==> src/rtl/bg_frame_reader.sv <==
// Streams one background frame of RGB565 words from SRAM in raster order and presents
// each pixel, expanded to 10-bit RGB, on a valid/ready port behind a 4-entry FIFO.
module bg_frame_reader #(
    parameter int          H_ACT     = 640,
    parameter int          V_ACT     = 480,
    parameter logic [19:0] BASE_ADDR = 20'h00000,
    parameter int          RD_LAT    = 2
) (
    input  logic        i_clk,
    input  logic        i_rst,
    input  logic        i_start,
    input  logic        i_ready,
    output logic        o_valid,
    output logic [9:0]  o_r,
    output logic [9:0]  o_g,
    output logic [9:0]  o_b,
    output logic [10:0] o_x,
    output logic [10:0] o_y,
    output logic        o_last,
    output logic        o_busy,
    output logic        o_sram_rd,
    output logic        o_sram_wr,
    output logic [19:0] o_sram_addr,
    input  logic [15:0] i_sram_dq
);

    localparam int             NPIX   = H_ACT * V_ACT;
    localparam int             CW     = $clog2(NPIX + 1);
    localparam logic [CW-1:0]  NPIX_C = CW'(NPIX);
    localparam logic [10:0]    X_MAX  = 11'(H_ACT - 1);
    localparam logic [10:0]    Y_MAX  = 11'(V_ACT - 1);

    typedef enum logic [1:0] {
        ST_IDLE  = 2'd0,
        ST_FETCH = 2'd1,
        ST_DRAIN = 2'd2
    } state_t;

    state_t             state_q, state_d;
    logic [19:0]        addr_q, addr_d;
    logic [CW-1:0]      rd_cnt_q, rd_cnt_d;
    logic [RD_LAT-1:0]  vld_q, vld_d;
    logic [2:0]         inflight_q, inflight_d;
    logic [2:0]         count_q, count_d;
    logic [1:0]         wptr_q, wptr_d;
    logic [1:0]         rptr_q, rptr_d;
    logic [15:0]        mem_q [4];
    logic [10:0]        x_q, x_d;
    logic [10:0]        y_q, y_d;

    logic               pop_s;
    logic               push_s;
    logic               credit_s;
    logic               issue_s;
    logic               busy_s;
    logic [15:0]        head_s;

    // FIFO handshake and read credit; a pop in this cycle frees a slot immediately so
    // the fetch loop keeps 1 pixel/cycle for RD_LAT up to 3.
    always_comb begin
        pop_s    = (count_q != 3'd0) && i_ready;
        push_s   = vld_q[RD_LAT-1] && ((count_q != 3'd4) || pop_s);
        credit_s = ({1'b0, count_q} + {1'b0, inflight_q}) < (4'd4 + {3'd0, pop_s});
        head_s   = mem_q[rptr_q];
    end

    // State register
    always_ff @(posedge i_clk) begin
        if (i_rst) begin
            state_q <= ST_IDLE;
        end else begin
            state_q <= state_d;
        end
    end

    // Next-state logic
    always_comb begin
        state_d = state_q;
        case (state_q)
            ST_IDLE: begin
                if (i_start) state_d = ST_FETCH;
                else         state_d = ST_IDLE;
            end
            ST_FETCH: begin
                if (rd_cnt_q == NPIX_C) state_d = ST_DRAIN;
                else                    state_d = ST_FETCH;
            end
            ST_DRAIN: begin
                if ((inflight_q == 3'd0) &&
                    ((count_q == 3'd0) || ((count_q == 3'd1) && pop_s))) state_d = ST_IDLE;
                else                                                      state_d = ST_DRAIN;
            end
            default: state_d = ST_IDLE;
        endcase
    end

    // FSM outputs: the read decision is made one cycle ahead of o_sram_rd
    always_comb begin
        issue_s = 1'b0;
        busy_s  = 1'b0;
        case (state_q)
            ST_IDLE: begin
                issue_s = i_start;
                busy_s  = 1'b0;
            end
            ST_FETCH: begin
                issue_s = (rd_cnt_q != NPIX_C) && credit_s;
                busy_s  = 1'b1;
            end
            ST_DRAIN: begin
                issue_s = 1'b0;
                busy_s  = 1'b1;
            end
            default: begin
                issue_s = 1'b0;
                busy_s  = 1'b0;
            end
        endcase
    end

    // Datapath next values: address/read count, latency tracker, FIFO pointers, x/y
    always_comb begin
        addr_d   = addr_q;
        rd_cnt_d = rd_cnt_q;
        if (issue_s) begin
            if (state_q == ST_IDLE) begin
                addr_d   = BASE_ADDR;
                rd_cnt_d = CW'(1);
            end else begin
                addr_d   = addr_q + 20'd1;
                rd_cnt_d = rd_cnt_q + CW'(1);
            end
        end else begin
            addr_d   = addr_q;
            rd_cnt_d = rd_cnt_q;
        end

        vld_d    = '0;
        vld_d[0] = issue_s;
        for (int i = 1; i < RD_LAT; i++) begin
            vld_d[i] = vld_q[i-1];
        end

        inflight_d = inflight_q + {2'd0, issue_s} - {2'd0, vld_q[RD_LAT-1]};
        count_d    = count_q + {2'd0, push_s} - {2'd0, pop_s};
        wptr_d     = push_s ? (wptr_q + 2'd1) : wptr_q;
        rptr_d     = pop_s  ? (rptr_q + 2'd1) : rptr_q;

        x_d = x_q;
        y_d = y_q;
        if (pop_s) begin
            if (x_q == X_MAX) begin
                x_d = 11'd0;
                if (y_q == Y_MAX) y_d = 11'd0;
                else              y_d = y_q + 11'd1;
            end else begin
                x_d = x_q + 11'd1;
                y_d = y_q;
            end
        end else begin
            x_d = x_q;
            y_d = y_q;
        end
    end

    // Datapath registers; clearing vld_q on reset drops any SRAM data still in flight
    always_ff @(posedge i_clk) begin
        if (i_rst) begin
            addr_q     <= BASE_ADDR;
            rd_cnt_q   <= '0;
            vld_q      <= '0;
            inflight_q <= 3'd0;
            count_q    <= 3'd0;
            wptr_q     <= 2'd0;
            rptr_q     <= 2'd0;
            x_q        <= 11'd0;
            y_q        <= 11'd0;
        end else begin
            addr_q     <= addr_d;
            rd_cnt_q   <= rd_cnt_d;
            vld_q      <= vld_d;
            inflight_q <= inflight_d;
            count_q    <= count_d;
            wptr_q     <= wptr_d;
            rptr_q     <= rptr_d;
            x_q        <= x_d;
            y_q        <= y_d;
        end
    end

    // FIFO storage; contents are qualified by count_q so no reset is needed
    always_ff @(posedge i_clk) begin
        if (push_s) begin
            mem_q[wptr_q] <= i_sram_dq;
        end
    end

    assign o_valid     = (count_q != 3'd0);
    assign o_r         = {head_s[15:11], head_s[15:11]};
    assign o_g         = {head_s[10:5], head_s[10:7]};
    assign o_b         = {head_s[4:0], head_s[4:0]};
    assign o_x         = x_q;
    assign o_y         = y_q;
    assign o_last      = o_valid && (x_q == X_MAX) && (y_q == Y_MAX);
    assign o_busy      = busy_s;
    assign o_sram_rd   = vld_q[0];
    assign o_sram_wr   = 1'b0;
    assign o_sram_addr = addr_q;

endmodule

==> config.mk <==
export PLATFORM = sky130hd
export DESIGN_NAME = bg_frame_reader
export DESIGN_NICKNAME = d
export VERILOG_FILES = /design/src/rtl/bg_frame_reader.sv
export SDC_FILE = /design/constraint.sdc
export NUM_CORES = 1
export LEC_CHECK = 0
export BUFFER_PORTS_ARGS = -buffer_cell sky130_fd_sc_hd__buf_2
export CAP_MARGIN = 20
export CELL_PAD_IN_SITES_DETAIL_PLACEMENT = 1
export CELL_PAD_IN_SITES_GLOBAL_PLACEMENT = 2
export CORE_ASPECT_RATIO = 0.5
export CORE_MARGIN = 4
export CORE_UTILIZATION = 40
export DETAILED_ROUTE_END_ITERATION = 10
export HOLD_SLACK_MARGIN = 0.12
export PLACE_DENSITY_LB_ADDON = 0.1
export SLEW_MARGIN = 20
export SYNTH_ARGS = -nofsm -noshare
export SYNTH_HDL_FRONTEND = slang
export SYNTH_SLANG_ARGS = --single-unit
==> constraint.sdc <==
create_clock -name i_clk -period 5.4 [get_ports i_clk]
set_clock_uncertainty 0.2 [all_clocks]
set_input_delay 0.27 -clock i_clk [delete_from_list [all_inputs] [get_ports i_clk]]
set_output_delay 0.27 -clock i_clk [all_outputs]
set_load 0.05 [all_outputs]
==> impl_metrics.toml <==
[logic_synthesis]
seq_area_frac_synth_pct = 54.19
syn_avg_cell_area_sq_um = 11.15
ys_seq_elements = 141
syn_inst = 573
yosysWarnings = 0
synthesis.nets = 616
ys_types = 62
synth.top_cells.by_area = "edfxtp_1, dfxtp_1, mux4_2"
ys.flop_type = "dfxtp_1"
yosysMostFrequentCell = "dfxtp_1"
netlist.area_leader.share_pct = 30.07
synth_edf_count = 64
synth_area_sq_mm = 0.006391
synth_top_area_cell = "edfxtp_1"
synthArstFlopShare_pct = 0
yosys-top-cells-count = "dfxtp_1, edfxtp_1, nor2_1, nand2_1, o21ai_0"

[worst_setup_path]
cp-start-kind = "flop"
critPathBufInv = 3
critPathTopFamily = "compound AO/OA/AOI/OAI gates"
worstSetupPathType = "reg2reg"
worst_path_largest_cell_delay_ns = 0.43
r2r-start = "count_q[1]"
crit_slowest_cell = "dfxtp_1"
path_max_fanout = 10
end_kind = "flop"
crit_start = "count_q[1]"
worstPathCellList = "o31ai_4, clkinv_1, a21oi_1, a211oi_4, nor2_2, ha_1, inv_1, ha_1, inv_1, fa_1, xor2_1, xnor2_1, nor2_1"
required_ns = 5.48
arrival_ns = 3.71

[sta]
holdWs_ns = 0.1688
fmaxAchievable_mhz = 275.3
rsz0062_at_grt = "no"
tns_ns = 0
worst_pin_slew_ns = 0.8287
min_period_ns = 3.632
hold_viol_final = 0
slew_violations = 0
fin_crit_sh_pct = 67.26
setup_viol = 0
relSlewSlack_pct = 44.75

[floorplanning]
die_h_um = 97.38
io_pins = 97
die_w_um = 186.8
initial_core_util_pct = 41.14
core_area_sq_mm = 0.01553
dieArea_sq_mm = 0.01819
num_rows = 32

[route]
wire_per_inst_um = 17.54
num_vias = 4699
antenna_left = 0
drtPass1Iterations = 4
drc = 0
via_per_inst = 5.304
initialDrtViolationCount = 173
wl_um = 15540

[clock_tree]
path_clk_slew_ns = 0.07
clkSinkCount = 141
clkLatencyLatePin_ns = 0.43
post_cts_buffers = 0
numCtsBuffers = 17
cts.repair.resized = 0
cts_buffer_depth = 2
tritoncts = "built"
root_buffer = "clkbuf_16"
cts_max_level = 4

[status]
outcome = "finished, final reports clean"

[place]
dpl_cell_area_sq_mm = 0.006924
port-buffer-count = 95
place_inst = 836
dpl.hpwl_um = 10240
gp_congestion = 0.7540

[final_layout]
area_growth_pct = 20.67
stdcell_area_sq_mm = 0.007712
instances_no_fill = 886
num-nets-final = 712
antennaDiodeCount = 0
drive_gt1_share_pct = 23.17
nFillCells = 1680

[power]
seqPwrFrac_pct = 37.7
power_density_mw_per_mm2 = 432.7
p_clk_share_pct = 36.3
p_leak_nw = 2.836
switching_share_pct = 35.39
p_switching_mw = 1.181
pwr-share-comb_pct = 26.0
vdd_drop_max_mv = 0.2447
fin_total_pwr_mw = 3.337
internal-power_mw = 2.156

[hold_path]
min_from = "i_rst"
min_path_type = "in2reg"

[global_route]
grt_overflow = 0
antenna_found_initial = 0
grt_max_degree = 40
grt_pass1_wl_um = 26130
grtUsageTotal_pct = 17.88
grt_pass1_vias = 4955

[run]
max-cap-violations = 0
-- worst register-to-register path, stage by stage (launching register included) --
cell      delay [ns]
dfxtp_1         0.43
o31ai_4         0.39
clkinv_1        0.33
a21oi_1         0.40
a211oi_4        0.07
nor2_2          0.40
ha_1            0.33
inv_1           0.06
ha_1            0.13
inv_1           0.04
fa_1            0.37
xor2_1          0.17
xnor2_1         0.14
nor2_1          0.05
-- final cells by class --
cell class / count / area (sq um) / area share (%)
Clock buffer: 19 / 454.2 / 5.889
Clock inverter: 13 / 152.6 / 1.979
Inverter: 19 / 71.32 / 0.9247
Multi-Input combinational cell: 373 / 2629 / 34.08
Sequential cell: 141 / 3465 / 44.92
Tap cell: 204 / 255.2 / 3.310
Timing Repair Buffer: 117 / 685.7 / 8.890
-- worst paths after layout --
| check | endpoint | slack (ns) | depth (start not counted) |
|---|---|---|---|
| setup / recovery | inflight_q[2] | 1.77 | 13 |
| setup reg to reg | inflight_q[2] | 1.77 | 13 |
| hold / removal | o_sram_addr[0] | 0.17 | 2 |
| hold reg to reg | vld_q[1] | 0.27 | 1 |
-- placed cells by master, fill, tap and decap left out, types with 2 or more instances in the layout --
cell type and count:
inv_1 18, clkinv_4 2, nand3_1 26, or3_1 8, clkinvlp_4 2, and4_1 3
mux4_2 16, nand2b_1 3, dfxtp_1 76, clkbuf_16 18, xnor2_1 13, edfxtp_1 64
and3_1 4, fa_1 3, xor2_1 16, nand4b_1 2, nor2b_1 5, o21ai_0 35
a21oi_1 25, bufinv_16 2, or4_1 3, inv_6 5, nand2_1 41, o41ai_1 2
o21ai_1 3, nand3b_1 2, dlygate4sd3_1 18, o21bai_1 2, buf_4 4, a41oi_1 6
o21a_1 4, buf_2 95, a31oi_1 8, nand4_1 20, and2_1 8, nor3_1 17
nor2_1 48, o31ai_1 5, ha_1 20
-- state kept, by name, indices dropped and copies added, names as in the netlist, named ones only --
signal	cells
count_q	3
inflight_q	3
mem_q	64
o_sram_addr	20
o_x	11
o_y	11
rd_cnt_q	19
rptr_q	2
state_q	2
vld_q	2
wptr_q	2
-- metal layers --
layer	global-route usage, %	routed length [um]	vias to the layer above	part of all wire, %
li1	-	-	2285	-
met3	4.989	779	19	5.0
met4	5.508	175	0	1.1
met5	0	0	-	0
met1	23.20	7243	2290	47
met2	29.39	7345	105	47
-- power by group through the flow --
stage | clock network (mW) | logic, mW | registers, mW
final | 1.21 | 0.868 | 1.26
after global routing | 1.29 | 0.939 | 1.28
after CTS | 1.24 | 0.877 | 1.26
after detailed placement | 0 | 0.862 | 1.29
after global placement | 0 | 0.853 | 1.28
after floorplan | 0 | 0.749 | 1.25
-- repair_timing --
item                                    4_1_cts  5_1_grt
endpoints found under the hold margin        69        0
endpoints found under the setup margin        0        0
hold buffers                                 18        0
-- cell families (layout without fill, tap and decap cells) --
group           count (synthesis)  count (layout)  synth area share (%)
simple gates                  201             201                 16.19
flops                         141             141                 54.19
compound gates                102             102                 10.14
buf+inv                        59             168                 4.796
xor+xnor                       29              29                 3.974
fa+ha+maj                      23              23                 4.855
mux                            17              17                 5.795
other cells                     1               1               0.05868
-- through the flow --
step | utilization (%) | setup WS, ns
floorplan | - | 2.275
global placement | 44.57 | 1.853
detailed placement | 44.57 | 1.754
CTS | 49.64 | 1.712
global route | 49.65 | 1.415
finish | 49.65 | 1.768
No activity file was read; power rests on OpenSTA's default activity.
